`src/rtl/noc_pkg.sv`:
```
// Shared NoC definitions: packet field offsets, packet packing and injector FSM states.
package noc_pkg;

    // Widest packet any mesh configuration is expected to use.
    localparam int unsigned PKT_MAX_W = 128;

    typedef logic [PKT_MAX_W-1:0] pkt_word_t;

    typedef enum logic [0:0] {
        IDLE = 1'b0,
        SEND = 1'b1
    } state_t;

    // Field offsets, LSB first: dst Y, dst X, src Y, src X, payload.
    localparam int unsigned DST_Y_LSB = 0;

    function automatic int unsigned dst_x_lsb(input int unsigned ys);
        return ys;
    endfunction

    function automatic int unsigned src_y_lsb(input int unsigned xs, input int unsigned ys);
        return xs + ys;
    endfunction

    function automatic int unsigned src_x_lsb(input int unsigned xs, input int unsigned ys);
        return xs + 2 * ys;
    endfunction

    function automatic int unsigned data_lsb(input int unsigned xs, input int unsigned ys);
        return 2 * xs + 2 * ys;
    endfunction

    // Assemble a packet; callers truncate the result to their own packet width.
    function automatic pkt_word_t pack_pkt(
        input int unsigned xs,
        input int unsigned ys,
        input pkt_word_t   dst_x,
        input pkt_word_t   dst_y,
        input pkt_word_t   src_x,
        input pkt_word_t   src_y,
        input pkt_word_t   data
    );
        pkt_word_t mask_x;
        pkt_word_t mask_y;
        mask_x = (pkt_word_t'(1) << xs) - pkt_word_t'(1);
        mask_y = (pkt_word_t'(1) << ys) - pkt_word_t'(1);
        return ((dst_y & mask_y) << DST_Y_LSB)
             | ((dst_x & mask_x) << dst_x_lsb(ys))
             | ((src_y & mask_y) << src_y_lsb(xs, ys))
             | ((src_x & mask_x) << src_x_lsb(xs, ys))
             | (data << data_lsb(xs, ys));
    endfunction

endpackage

```
`src/rtl/pe_injector_sync_fifo.sv`:
```
// Small synchronous FIFO with registered full/empty flags and a look-ahead port.
module sync_fifo #(
    parameter int unsigned WIDTH = 8,
    parameter int unsigned DEPTH = 4
) (
    input  logic             clk,
    input  logic             rstn,
    input  logic             push,
    input  logic [WIDTH-1:0] wdata,
    input  logic             pop,
    output logic [WIDTH-1:0] rdata,
    output logic [WIDTH-1:0] rdata_next,
    output logic             full,
    output logic             empty,
    output logic             multi
);

    localparam int unsigned AW = $clog2(DEPTH);
    localparam int unsigned CW = $clog2(DEPTH + 1);

    logic [WIDTH-1:0] mem [DEPTH];
    logic [AW-1:0]    wr_ptr;
    logic [AW-1:0]    rd_ptr;
    logic [CW-1:0]    count_q;
    logic [CW-1:0]    count_d;
    logic             wr_en;
    logic             rd_en;

    // A write while full is dropped even when a pop happens in the same cycle.
    assign wr_en = push & ~full;
    assign rd_en = pop & ~empty;

    assign rdata      = mem[rd_ptr];
    assign rdata_next = mem[rd_ptr + AW'(1)];

    // Next occupancy from the push/pop pair.
    always_comb begin
        count_d = count_q;
        case ({wr_en, rd_en})
            2'b10:   count_d = count_q + CW'(1);
            2'b01:   count_d = count_q - CW'(1);
            default: count_d = count_q;
        endcase
    end

    // Storage array; contents need no reset since occupancy is tracked separately.
    always_ff @(posedge clk) begin
        if (wr_en) begin
            mem[wr_ptr] <= wdata;
        end
    end

    // Pointers, occupancy and status flags.
    always_ff @(posedge clk) begin
        if (!rstn) begin
            wr_ptr  <= '0;
            rd_ptr  <= '0;
            count_q <= '0;
            full    <= 1'b0;
            empty   <= 1'b1;
            multi   <= 1'b0;
        end else begin
            if (wr_en) wr_ptr <= wr_ptr + AW'(1);
            if (rd_en) rd_ptr <= rd_ptr + AW'(1);
            count_q <= count_d;
            full    <= (count_d == CW'(DEPTH));
            empty   <= (count_d == CW'(0));
            multi   <= (count_d >= CW'(2));
        end
    end

endmodule

```
`src/rtl/pe_injector.sv`:
```
// PE-side injector: buffers neuron results and fans each out as unicast packets to one column.
module pe_injector
    import noc_pkg::*;
#(
    parameter int unsigned x_coord     = 0,
    parameter int unsigned y_coord     = 0,
    parameter int unsigned x_size      = 2,
    parameter int unsigned y_size      = 2,
    parameter int unsigned data_width  = 8,
    parameter int unsigned total_width = 2 * x_size + 2 * y_size + data_width,
    parameter int unsigned DEST_X      = 1,
    parameter int unsigned DEST_Y0     = 0,
    parameter int unsigned DEST_COUNT  = 2,
    parameter int unsigned FIFO_DEPTH  = 4
) (
    input  logic                   clk,
    input  logic                   rstn,
    input  logic                   i_valid,
    input  logic [data_width-1:0]  i_data,
    output logic                   o_ready,
    output logic                   o_sw_valid,
    output logic [total_width-1:0] o_sw_data,
    input  logic                   i_sw_ready,
    output logic                   o_busy,
    output logic [15:0]            o_stall_cnt
);

    localparam int unsigned IW = $clog2(DEST_COUNT) + 1;

    state_t                 state_q;
    state_t                 state_d;
    logic [IW-1:0]          idx_q;
    logic [IW-1:0]          idx_d;
    logic [total_width-1:0] data_q;
    logic [total_width-1:0] data_d;
    logic                   valid_q;
    logic                   busy_q;
    logic [15:0]            stall_q;

    logic                   push;
    logic                   pop;
    logic [data_width-1:0]  head;
    logic [data_width-1:0]  second;
    logic                   fifo_full;
    logic                   fifo_empty;
    logic                   fifo_multi;
    logic                   fifo_nonempty_d;

    // Build one outgoing packet for a payload and destination row.
    function automatic logic [total_width-1:0] make_pkt(
        input logic [data_width-1:0] d,
        input int unsigned           dy
    );
        return total_width'(pack_pkt(x_size, y_size,
                                     pkt_word_t'(DEST_X), pkt_word_t'(dy),
                                     pkt_word_t'(x_coord), pkt_word_t'(y_coord),
                                     pkt_word_t'(d)));
    endfunction

    assign push = i_valid & ~fifo_full;

    sync_fifo #(
        .WIDTH (data_width),
        .DEPTH (FIFO_DEPTH)
    ) u_fifo (
        .clk        (clk),
        .rstn       (rstn),
        .push       (push),
        .wdata      (i_data),
        .pop        (pop),
        .rdata      (head),
        .rdata_next (second),
        .full       (fifo_full),
        .empty      (fifo_empty),
        .multi      (fifo_multi)
    );

    // Next-state, fan-out index and output packet selection.
    always_comb begin
        state_d = state_q;
        idx_d   = idx_q;
        data_d  = data_q;
        pop     = 1'b0;
        case (state_q)
            IDLE: begin
                if (!fifo_empty) begin
                    data_d  = make_pkt(head, DEST_Y0);
                    idx_d   = '0;
                    state_d = SEND;
                end
            end
            SEND: begin
                if (i_sw_ready) begin
                    if ((32'(idx_q) + 32'd1) < DEST_COUNT) begin
                        idx_d  = idx_q + IW'(1);
                        data_d = make_pkt(head, DEST_Y0 + 32'(idx_q) + 32'd1);
                    end else begin
                        // Last packet of this word: release its slot and chain the next word.
                        pop = 1'b1;
                        if (fifo_multi) begin
                            data_d = make_pkt(second, DEST_Y0);
                            idx_d  = '0;
                        end else begin
                            state_d = IDLE;
                        end
                    end
                end
            end
            default: state_d = IDLE;
        endcase
    end

    // FIFO will hold at least one word after this edge.
    assign fifo_nonempty_d = push | fifo_multi | (~fifo_empty & ~pop);

    // State, output packet, status and stall counter registers.
    always_ff @(posedge clk) begin
        if (!rstn) begin
            state_q <= IDLE;
            idx_q   <= '0;
            data_q  <= '0;
            valid_q <= 1'b0;
            busy_q  <= 1'b0;
            stall_q <= '0;
        end else begin
            state_q <= state_d;
            idx_q   <= idx_d;
            data_q  <= data_d;
            valid_q <= (state_d == SEND);
            busy_q  <= fifo_nonempty_d | (state_d == SEND);
            if (valid_q && !i_sw_ready && (stall_q != 16'hFFFF)) begin
                stall_q <= stall_q + 16'd1;
            end
        end
    end

    assign o_ready     = ~fifo_full;
    assign o_sw_valid  = valid_q;
    assign o_sw_data   = data_q;
    assign o_busy      = busy_q;
    assign o_stall_cnt = stall_q;

endmodule

```
`config.mk`:
```
export PLATFORM = sky130hd
export DESIGN_NAME = pe_injector
export DESIGN_NICKNAME = d
export VERILOG_FILES = /design/src/rtl/noc_pkg.sv /design/src/rtl/pe_injector_sync_fifo.sv /design/src/rtl/pe_injector.sv
export SDC_FILE = /design/constraint.sdc
export NUM_CORES = 1
export LEC_CHECK = 0
export CAP_MARGIN = 20
export CELL_PAD_IN_SITES_DETAIL_PLACEMENT = 1
export CELL_PAD_IN_SITES_GLOBAL_PLACEMENT = 1
export CORE_MARGIN = 3
export CORE_UTILIZATION = 25
export DETAILED_ROUTE_END_ITERATION = 6
export GPL_TIMING_DRIVEN = 0
export PLACE_DENSITY_LB_ADDON = 0.1
export SYNTH_ARGS = -nofsm -noshare
export SYNTH_HDL_FRONTEND = slang
export SYNTH_SLANG_ARGS = --single-unit
```
`constraint.sdc`:
```
create_clock -name clk -period 3.2 [get_ports clk]
set_input_delay 0.96 -clock clk [delete_from_list [all_inputs] [get_ports clk]]
set_output_delay 0.96 -clock clk [all_outputs]
set_load 0.05 [all_outputs]
```
==> Word level (Yosys, flattened, before mapping) <==
Memories as Yosys holds them, arrays and structs flattened. A register that Yosys moved wholly into a read port is not among the register bits.
Index checks and enable logic that the tools add are counted.
{ "op_classes": {"add_sub_neg": 7, "n_mul": 0, "div_mod_pow": 0, "order_cmp": 2, "n_eq_ne": 7, "shifts": 0, "muxes": 23, "n_bitwise": 12, "n_reduce_logical": 5} }
{ "op_table": {"columns": ["op", "count"], "rows": [
  ["2-to-1 mux 16 bit", 4],
  ["less-than comparator 32 x 2 -> 1 bit (second input constant)", 1],
  ["case mux 16 bit (2 select lines)", 1],
  ["adder 16 x 1 -> 16 bit (second input constant)", 1],
  ["inequality test 16 bit (second input constant)", 1],
  ["OR 3 x 16 -> 16 bit", 1],
  ["2-to-1 mux 2 bit", 6],
  ["2-to-1 mux 1 bit", 9],
  ["adder 2 x 1 -> 2 bit (second input constant)", 3],
  ["case mux 3 bit (2 select lines)", 1],
  ["bitwise AND 1 bit", 4],
  ["inequality test 2 bit (second input constant)", 2],
  ["NOT 1 bit", 4],
  ["case mux 2 bit (2 select lines)", 1],
  ["adder 2 x 1 -> 3 bit (second input constant)", 1],
  ["adder 3 x 1 -> 3 bit (second input constant)", 1],
  ["equality test 3 bit (second input constant)", 1],
  ["greater-or-equal comparator 3 x 2 -> 1 bit (second input constant)", 1],
  ["logical NOT 3 bit", 1],
  ["inequality test 3 x 1 -> 1 bit (second input constant)", 1],
  ["OR 1 bit", 3],
  ["AND reduction 3 bit", 1],
  ["subtractor 3 x 1 -> 3 bit (second input constant)", 1],
  ["equality test 2 x 1 -> 1 bit (second input constant)", 1],
  ["other kinds (4)", 5]
]} }
{ "totals": {"regBits": 46, "latchBits": 0, "ram_bits": 32, "rom_bits": 0, "inputBits": 12, "out_inout_bits": 35, "elab_cells": 68, "mem_count": 1} }
{ "mem_list": {"columns": ["memory", "words", "word_bits", "read_ports", "rd_clocked_by_memory_dff", "wr", "line", "text"], "rows": [
  ["u_fifo.mem", 4, 8, 2, 1, 1, "pe_injector_sync_fifo.sv:21", "logic [WIDTH-1:0] mem [DEPTH];"]
]} }

==> Longest topological paths before layout <==
Gate-level depths: netlist of run 1.
{ "depth": {"word_depth": 9, "depth_mapped": 10, "mapped_depth_nobuf": 10} }

==> By module <==
From an unflattened synthesis of run 1, not the netlist that was laid out.
{ "unflattened": {"cells_unflattened": 282, "area_unflattened_um2": 3373.2} }
{ "by_module_without_submodules": {"columns": ["mod", "n_inst", "cells_per_inst", "area_per_inst_um2"], "rows": [
  ["sync_fifo", 1, 109, 1905.6],
  ["pe_injector", 1, 173, 1467.7]
]} }

==> Worst setup path after synthesis of run 1 <==
No wires, ideal clock.
{ "synth_timing": {"path_type": "register -> register", "start": "register idx_q[0]", "end": "register u_fifo.empty", "setup_ns": 0.086, "t_arrival_ns": 2.723, "setup_slack_ns": 0.392, "path_stages_with_launch": 11, "n_path_buf": 0, "cell_sequence": "dfxtp_1 inv_1 ha_1 and4bb_2 ha_1 inv_1 fa_1 xor2_1 o21a_1 or2_2 a211oi_1"} }
{ "synth_via": {"elab_chain_len": 9, "word_cells_on_any_way": 10, "cone_classes": "add/sub (1); order compare (1); eq/ne (2); mux (4); bitwise (1); reduce/logical (1)"} }
{ "synth_lines": {"columns": ["item", "line", "text"], "rows": [
  ["start: declaration", "pe_injector.sv:32", "logic [IW-1:0] idx_q;"],
  ["start signal: assignment", "pe_injector.sv:127", "idx_q <= idx_d;"],
  ["adder 2 x 1 -> 3 bit *", null, null],
  ["less-than comparator 32 x 2 -> 1 bit *", "pe_injector.sv:94", "if ((32'(idx_q) + 32'd1) < DEST_COUNT) begin"],
  ["2-to-1 mux 1 bit *", "pe_injector.sv:94", null],
  ["2-to-1 mux 1 bit *", "pe_injector.sv:93", "if (i_sw_ready) begin"],
  ["2-to-1 mux 1 bit *", "pe_injector.sv:84", "case (state_q)"],
  ["bitwise AND 1 bit *", "pe_injector_sync_fifo.sv:31", "assign rd_en = pop & ~empty;"],
  ["via u_fifo.rd_en", "pe_injector_sync_fifo.sv:27", "logic rd_en;"],
  ["equality test 2 x 1 -> 1 bit / equality test 2 bit (equally long branches)", "pe_injector_sync_fifo.sv:39", "case ({wr_en, rd_en})"],
  ["case mux 3 bit (2 select lines) *", "pe_injector_sync_fifo.sv:39", null],
  ["logical NOT 3 bit *", "pe_injector_sync_fifo.sv:67", "empty <= (count_d == CW'(0));"],
  ["end signal: assignment", "pe_injector_sync_fifo.sv:67", null],
  ["end: declaration", "pe_injector_sync_fifo.sv:14", "output logic empty,"]
]} }
The timed path passes the listed nets; every way through them passes the cells marked *.
A chain may end at the register's enable or synchronous reset.

==> Final worst setup path of run 1 <==
{ "layout_timing": {"start": "input port i_valid", "end": "register u_fifo.empty"} }
{ "layout_via": {"elab_chain_len": 5, "word_cells_on_any_way": 6, "cone_classes": "eq/ne (2); mux (1); bitwise (2); reduce/logical (1)"} }
{ "layout_lines": {"columns": ["item", "line", "text"], "rows": [
  ["start: declaration", "pe_injector.sv:18", "input logic i_valid,"],
  ["bitwise AND 1 bit *", "pe_injector.sv:60", "assign push = i_valid & ~fifo_full;"],
  ["bitwise AND 1 bit *", "pe_injector_sync_fifo.sv:30", "assign wr_en = push & ~full;"],
  ["equality test 2 x 1 -> 1 bit / equality test 2 bit (equally long branches)", "pe_injector_sync_fifo.sv:39", null],
  ["case mux 3 bit (2 select lines) *", "pe_injector_sync_fifo.sv:39", null],
  ["logical NOT 3 bit *", "pe_injector_sync_fifo.sv:67", null]
]} }
Mark *: on every way between the ends. The rest lies on a longest branch, timed or not.

==> impl_metrics.csv, run 1 <==
group,metric,value,unit
routing,route.detailed.drc,0,
pwr,power.share.switching,0.2819,
finish,nNetsFinal,360,
timing,setup_viol,0,
min_path,hp-start,"o_sw_data[2]",
critical_path,end_kind,"register",
min_path,min_path_cells,2,
timing,finClkSkew,4.221,ps
finish,stdcell_area,4288,um^2
clock_network,clock_path_buffers,2,
pwr,ir_drop,0.0002507,V
min_path,whs_endpoint,"o_sw_data[2]",
finish,antenna_cells,0,
floorplan,die_w,121.8,um
timing,fmax,349.7,MHz
finish,final_util,0.3330,
min_path,hp-class,"register to register",
grt,track_usage,0.1211,
clock_network,cts.sinks,73,
timing,timing_hold_violations_final,0,
placement,placed_cell_area,3993,um^2
clock_network,clk_latency,340,ps
clock_network,cts_tree,"built",
floorplan,initial_core_util,0.2603,
synth,syn_area,3352,um^2
pwr,finalPower,2.464,mW
synth,synth_top_area_frac,0.2867,
run,cap_violations,0,
critical_path,r2r_start,"idx_q[0]",
synth,synthDistinctLibCells,45,
clock_network,cts_buffers,9,
pwr,power_frac_comb,0.152,
grt,antenna_found_initial,0,
pwr,power_density,574.7,nW/um^2
grt,grt_pass1_wl,13.39,mm
routing,vias,2419,
clock_network,cts_root_buffer,"clkbuf_16",
synth,yosysTopAreaCell,"edfxtp_1",
routing,dr_wl_met2,4.103,mm
placement,place_inst,501,
critical_path,reg2reg_depth,10,
synth,ys_ff_latch,73,
timing,rsz0062_at_grt,"no",
timing,relSlewSlack,0.5748,
synth,yosys-top-cells-area,"edfxtp_1, dfxtp_1, mux4_2",
critical_path,crit_fanout,9,
placement,dp_hpwl,5.897,mm
floorplan,pin_count,47,
floorplan,core.rowCount,41,
routing,drt-initial-drc-count,87,
routing,viasPerCell,4.697,
clock_network,htreeDepth,3,
clock_network,hold_buffers,0,
status,status,"finished clean",
floorplan,die_area,14830,um^2
finish,layout_commonest_cell,"dfxtp_1",
pwr,pwr-share-seq,0.434,
floorplan,die_h,121.8,um
placement,numPortBuffers,41,
timing,fin_crit_sh,0.8936,
pwr,power_switching,694.6,uW
clock_network,clkTransAtPathRegs,60,ps
routing,wire_per_inst,16.45,um
finish,final_cell_mix,"dfxtp_1, clkdlybuf4s50_1, edfxtp_1",
placement,place_congestion,0.7617,
timing,drv_slew,0,
synth,yosys_warnings,0,
critical_path,cp.arrival,3110,ps
finish,area_growth,27.92,%
timing,worst_pin_slew,637.9,ps
routing,antenna_left,0,
timing,period_needed,2860,ps
critical_path,required,3450,ps
critical_path,rr_endpoint,"u_fifo.empty",
critical_path,reg2reg_slack,540,ps
synth,yosysSeqAreaShare,0.5315,
timing,whs,487.7,ps
routing,maxUsedRoutingLayer,"met4",
synth,synth_cells,284,
routing,wl_met1,3.852,mm
grt,grt_pass1_vias,2475,
synth,synth.avg_cell_area,11.80,um^2
critical_path,crit_type,"input pin to register",
finish,drive_gt1_frac,0.1370,
routing,dr.pass1.iters,5,
grt,grt_max_degree,14,
pwr,p_leak,1.503,nW
pwr,clkPwrFrac,0.413,
pwr,p_int,1.770,mW
floorplan,core_area,12880,um^2
critical_path,startpoint_type,"input pin",
routing,wl_met3,349,um
grt,grt_overflow,0,
finish,fin_cells,515,
routing,wirelength,8.470,mm
## cell usage after synthesis, drive strengths merged
cell	instances
nand3b	1
clkbuf	8
nor2b	3
nor4	5
fa	1
mux4	16
xor2	3
nand4b	1
nand2b	8
o21a	2
ha	8
nand4	6
o31a	1
or4	6
edfxtp	32
o21ai	17
nand3	6
buf	13
inv	14
and2	5
o21bai	1
mux2i	12
a31oi	1
and4bb	1
nor2	11
a311oi	1
nand2	13
a211oi	2
xnor2	2
dfxtp	41
o2111ai	1
conb	1
and2b	1
o31ai	5
or3	6
and3	1
nor3	4
or2	2
o211ai	1
a21oi	21
## power by group through the flow
| stage | clock network, mW | registers [mW] | logic [mW] |
|---|---|---|---|
| 4_1_cts | 1.05 | 1.07 | 0.383 |
| 6_report | 1.02 | 1.07 | 0.376 |
| 2_1_floorplan | 0 | 1.18 | 0.155 |
| 5_1_grt | 1.10 | 1.08 | 0.409 |
| 3_3_place_gp | 0 | 1.09 | 0.379 |
| 3_5_place_dp | 0 | 1.09 | 0.381 |
## flip-flops by register name (all words and copies together), names as in the netlist, named ones only
name	count
u_fifo.mem	32
o_stall_cnt	16
o_sw_data	10
u_fifo.count_q	3
u_fifo.rd_ptr	2
u_fifo.wr_ptr	2
idx_q	1
o_busy	1
o_sw_valid	1
u_fifo.empty	1
u_fifo.full	1
u_fifo.multi	1
## cell type report
| class | count | area, um^2 |
|---|---|---|
| inverters | 14 | 52.55 |
| well taps | 172 | 215.2 |
| multi-input cells | 180 | 1428 |
| repair buffers | 41 | 412.9 |
| clock inverters | 6 | 68.82 |
| flip-flops and latches | 73 | 1782 |
| plain buffers | 20 | 103.9 |
| clock buffers | 9 | 225.2 |
| fillers | 1408 | 8588 |
## worst max-delay path, stage by stage
cell and delay (ps):
clkdlybuf4s50_1 400, nor2b_2 210, inv_1 70, ha_1 180, inv_1 60, fa_1 370
xor2_1 170, o21a_1 180, or2_2 290, a211oi_1 220
## metrics by stage
| stage | setup slack (ps) | setup TNS (ps) |
|---|---|---|
| 4_1_cts | 22.91 | 0 |
| 3_5_place_dp | -328.0 | -1145 |
| 3_3_place_gp | -325.2 | -1120 |
| 2_1_floorplan | 392.0 | 0 |
| 6_report | 340.3 | 0 |
| 5_1_grt | 98.90 | 0 |
## worst max path at each step
stage	slack [ps]	depth (start not counted)	end	start
2_1_floorplan	390	10	u_fifo.empty	idx_q[0]
4_1_cts	20	9	u_fifo.empty	i_sw_ready
5_1_grt	100	10	u_fifo.empty	i_valid
3_3_place_gp	-330	9	u_fifo.empty	i_sw_ready
3_5_place_dp	-330	9	u_fifo.empty	i_sw_ready
6_report	340	10	u_fifo.empty	i_valid
## routing by layer
layer  vias up  GRT usage
li1       1152          -
met1      1201     0.1437
met2        52     0.2051
met3        14    0.03110
met4         0    0.05672
met5         -          0
## cell families (layout without fill, tap and decap cells)
family,after synthesis,after routing,synth area share
and+or+nand+nor,80,80,0.1363
DFF,73,73,0.5315
AOI/OAI and AO/OA,53,53,0.09108
buffers and inverters,35,90,0.04778
muxes,28,28,0.1433
adders and majority gates,9,9,0.03584
xor gates and xnor gates,5,5,0.01307
other,1,5,0.001119
## what timing repair did
item                       in CTS  in global routing
setup endpoints to repair       0                  4
gates resized for setup         0                  2
buffers inserted                0                  0
No activity file was read; power rests on OpenSTA's default activity.
==> run 2, diff against run 1 <==
--- a/config.mk
+++ b/config.mk
@@ -9,7 +9,7 @@
 export CELL_PAD_IN_SITES_DETAIL_PLACEMENT = 1
 export CELL_PAD_IN_SITES_GLOBAL_PLACEMENT = 1
 export CORE_MARGIN = 3
-export CORE_UTILIZATION = 25
+export CORE_UTILIZATION = 43
 export DETAILED_ROUTE_END_ITERATION = 6
 export GPL_TIMING_DRIVEN = 0
 export PLACE_DENSITY_LB_ADDON = 0.1
==> run 2 against run 1 <==
  * Sequential share of layout area is 2.0 points higher
  * Via count stayed put
  * Combinational power hardly changed
  * Critical path depth is 1 higher
  * Sequential power hardly changed
  * Count of clock-buffer cells in the layout stayed put
  * Final cell count is 14% lower
  * Non-clock buffer count is 1 higher
==> impl_metrics.csv, run 2 (same netlist as run 1, synthesis figures left out) <==
group,metric,value,unit
status,status,"finished clean",
clock_network,cts.sinks,73,
critical_path,startpoint_type,"input pin",
routing,wire_per_inst,17.51,um
placement,place_congestion,0.8544,
finish,layout_commonest_cell,"dfxtp_1",
timing,relSlewSlack,0.6195,
clock_network,clock_path_buffers,2,
timing,period_needed,2976,ps
floorplan,die_w,94.29,um
clock_network,htreeDepth,3,
run,cap_violations,0,
pwr,clkPwrFrac,0.320,
placement,numPortBuffers,41,
critical_path,reg2reg_depth,10,
timing,fmax,336.0,MHz
clock_network,cts_tree,"built",
timing,setup_viol,0,
timing,finClkSkew,13.19,ps
clock_network,cts_root_buffer,"clkbuf_8",
finish,nNetsFinal,361,
finish,largest_reg_flops,32,
critical_path,crit_buf_inv,4,
finish,regMostFlops,"u_fifo.mem",
routing,drt-initial-drc-count,61,
finish,antenna_cells,0,
grt,grt_max_degree,16,
critical_path,required,3470,ps
grt,grt_overflow,0,
grt,grt_pass1_wl,12.38,mm
timing,tns,0,ps
finish,area_growth,21.95,%
min_path,hp-class,"register to register",
floorplan,initial_core_util,0.4525,
grt,antenna_found_initial,0,
routing,dr.pass1.iters,4,
floorplan,die_h,94.29,um
pwr,p_leak,1.446,nW
critical_path,crit_type,"input pin to register",
finish,final_util,0.5518,
timing,fin_crit_sh,0.9301,
pwr,p_int,1.458,mW
min_path,hp-start,"o_sw_data[2]",
routing,route.detailed.drc,0,
clock_network,clkTransAtPathRegs,90,ps
placement,dp_hpwl,5.617,mm
pwr,pwr-share-seq,0.504,
routing,viasPerCell,5.448,
floorplan,pin_count,47,
clock_network,cts_post_setup_buffers_inserted,0,
timing,timing_hold_violations_final,0,
critical_path,cp.arrival,3250,ps
pwr,power_frac_comb,0.177,
clock_network,post_cts_resized,0,
timing,worst_pin_slew,570.7,ps
critical_path,cp_cell_sequence,"clkdlybuf4s50_1 -> nor2b_1 -> clkbuf_1 -> inv_1 -> ha_1 -> inv_1 -> fa_1 -> xor2_1 -> o21a_1 -> or2_2 -> a211oi_1",
grt,track_usage,0.1872,
critical_path,r2r_start,"idx_q[0]",
finish,final_cell_mix,"dfxtp_1, clkdlybuf4s50_1, edfxtp_1",
clock_network,cts_buffers,9,
floorplan,core_area,7408,um^2
clock_network,hold_buffers,0,
critical_path,slowest_delay,390,ps
clock_network,clk_latency,350,ps
critical_path,cp_top_family,"buffers and inverters",
critical_path,end_kind,"register",
routing,antenna_left,0,
pwr,power.share.switching,0.3131,
critical_path,critPathLaunch,"i_valid",
timing,rsz0062_at_grt,"no",
routing,vias,2419,
floorplan,die_area,8891,um^2
finish,drive_gt1_frac,0.1362,
critical_path,crit_path_frequent_cell,"inv_1",
grt,grt_pass1_vias,2440,
min_path,min_path_cells,2,
critical_path,path_depth,11,
pwr,ir_drop,0.0003106,V
routing,wirelength,7.773,mm
critical_path,crit_fanout,9,
pwr,power_switching,664.7,uW
floorplan,core.rowCount,31,
timing,drv_slew,0,
critical_path,cp_slowest_cell,"clkdlybuf4s50_1",
pwr,power_density,519.4,nW/um^2
[run 2: cell types whose count changed in the layout (fill, tap and decap cells not counted), sizes merged]
cell and change:
bufinv -1, clkinvlp +2, clkbuf +1, clkinv -2, inv +2
[run 2: layer usage]
metal	GRT usage	vias to the layer above	share of wire
li1	-	1154	-
met2	0.3345	60	0.52
met4	0.07100	0	0.012
met5	0	-	0
met1	0.2213	1197	0.43
met3	0.03526	8	0.040
[run 2: area by class of cell]
type / instances / area, um^2
Buffer: 21 / 107.6
Sequential cell: 73 / 1782
Clock buffer: 9 / 123.9
Fill cell: 788 / 3321
Inverter: 14 / 52.55
Clock inverter: 7 / 60.06
Timing Repair Buffer: 41 / 412.9
Multi-Input combinational cell: 180 / 1425
Tap cell: 99 / 123.9
[run 2: worst paths after layout]
path / endpoint / slack, ps
worst max-delay path: u_fifo.empty / 220
worst min-delay path: o_sw_data[2] / 480
worst max register to register: u_fifo.empty / 560
worst min register to register: o_sw_data[2] / 480
[run 2: power by group through the flow]
stage | combinational, mW | clock, mW | sequential (mW)
floorplan | 0.155 | 0 | 1.18
global placement | 0.369 | 0 | 1.09
detailed placement | 0.377 | 0 | 1.09
CTS | 0.379 | 0.699 | 1.07
global route | 0.405 | 0.742 | 1.08
finish | 0.375 | 0.679 | 1.07
[run 2: metrics by stage]
step                instance area [um^2]  cells  power, mW  hold slack, ps  setup WS, ps
finish                              4088    444      2.123           478.6         223.6
global route                        4088    444      2.222           525.6         101.2
CTS                                 4085    444      2.147           486.4         77.83
detailed placement                  3901    428      1.468           464.5        -293.7
global placement                    3901    428      1.455           458.8        -289.7
floorplan                           3367    288      1.335           496.0         392.0
[run 2: worst register-to-register path, stage by stage, from the launching register on]
cell	delay (ps)
dfxtp_1	390
inv_1	90
ha_1	250
and4bb_2	340
ha_1	190
inv_1	60
fa_1	370
xor2_1	170
o21a_1	180
or2_2	290
a211oi_1	230
==> run 3, diff against run 2 <==
--- a/config.mk
+++ b/config.mk
@@ -10,6 +10,7 @@
 export CELL_PAD_IN_SITES_GLOBAL_PLACEMENT = 1
 export CORE_MARGIN = 3
 export CORE_UTILIZATION = 43
+export CTS_CLUSTER_SIZE = 14
 export DETAILED_ROUTE_END_ITERATION = 6
 export GPL_TIMING_DRIVEN = 0
 export PLACE_DENSITY_LB_ADDON = 0.1
==> results of run 3 <==
No change in the layout: final DEF, timing and power equal those of run 2.
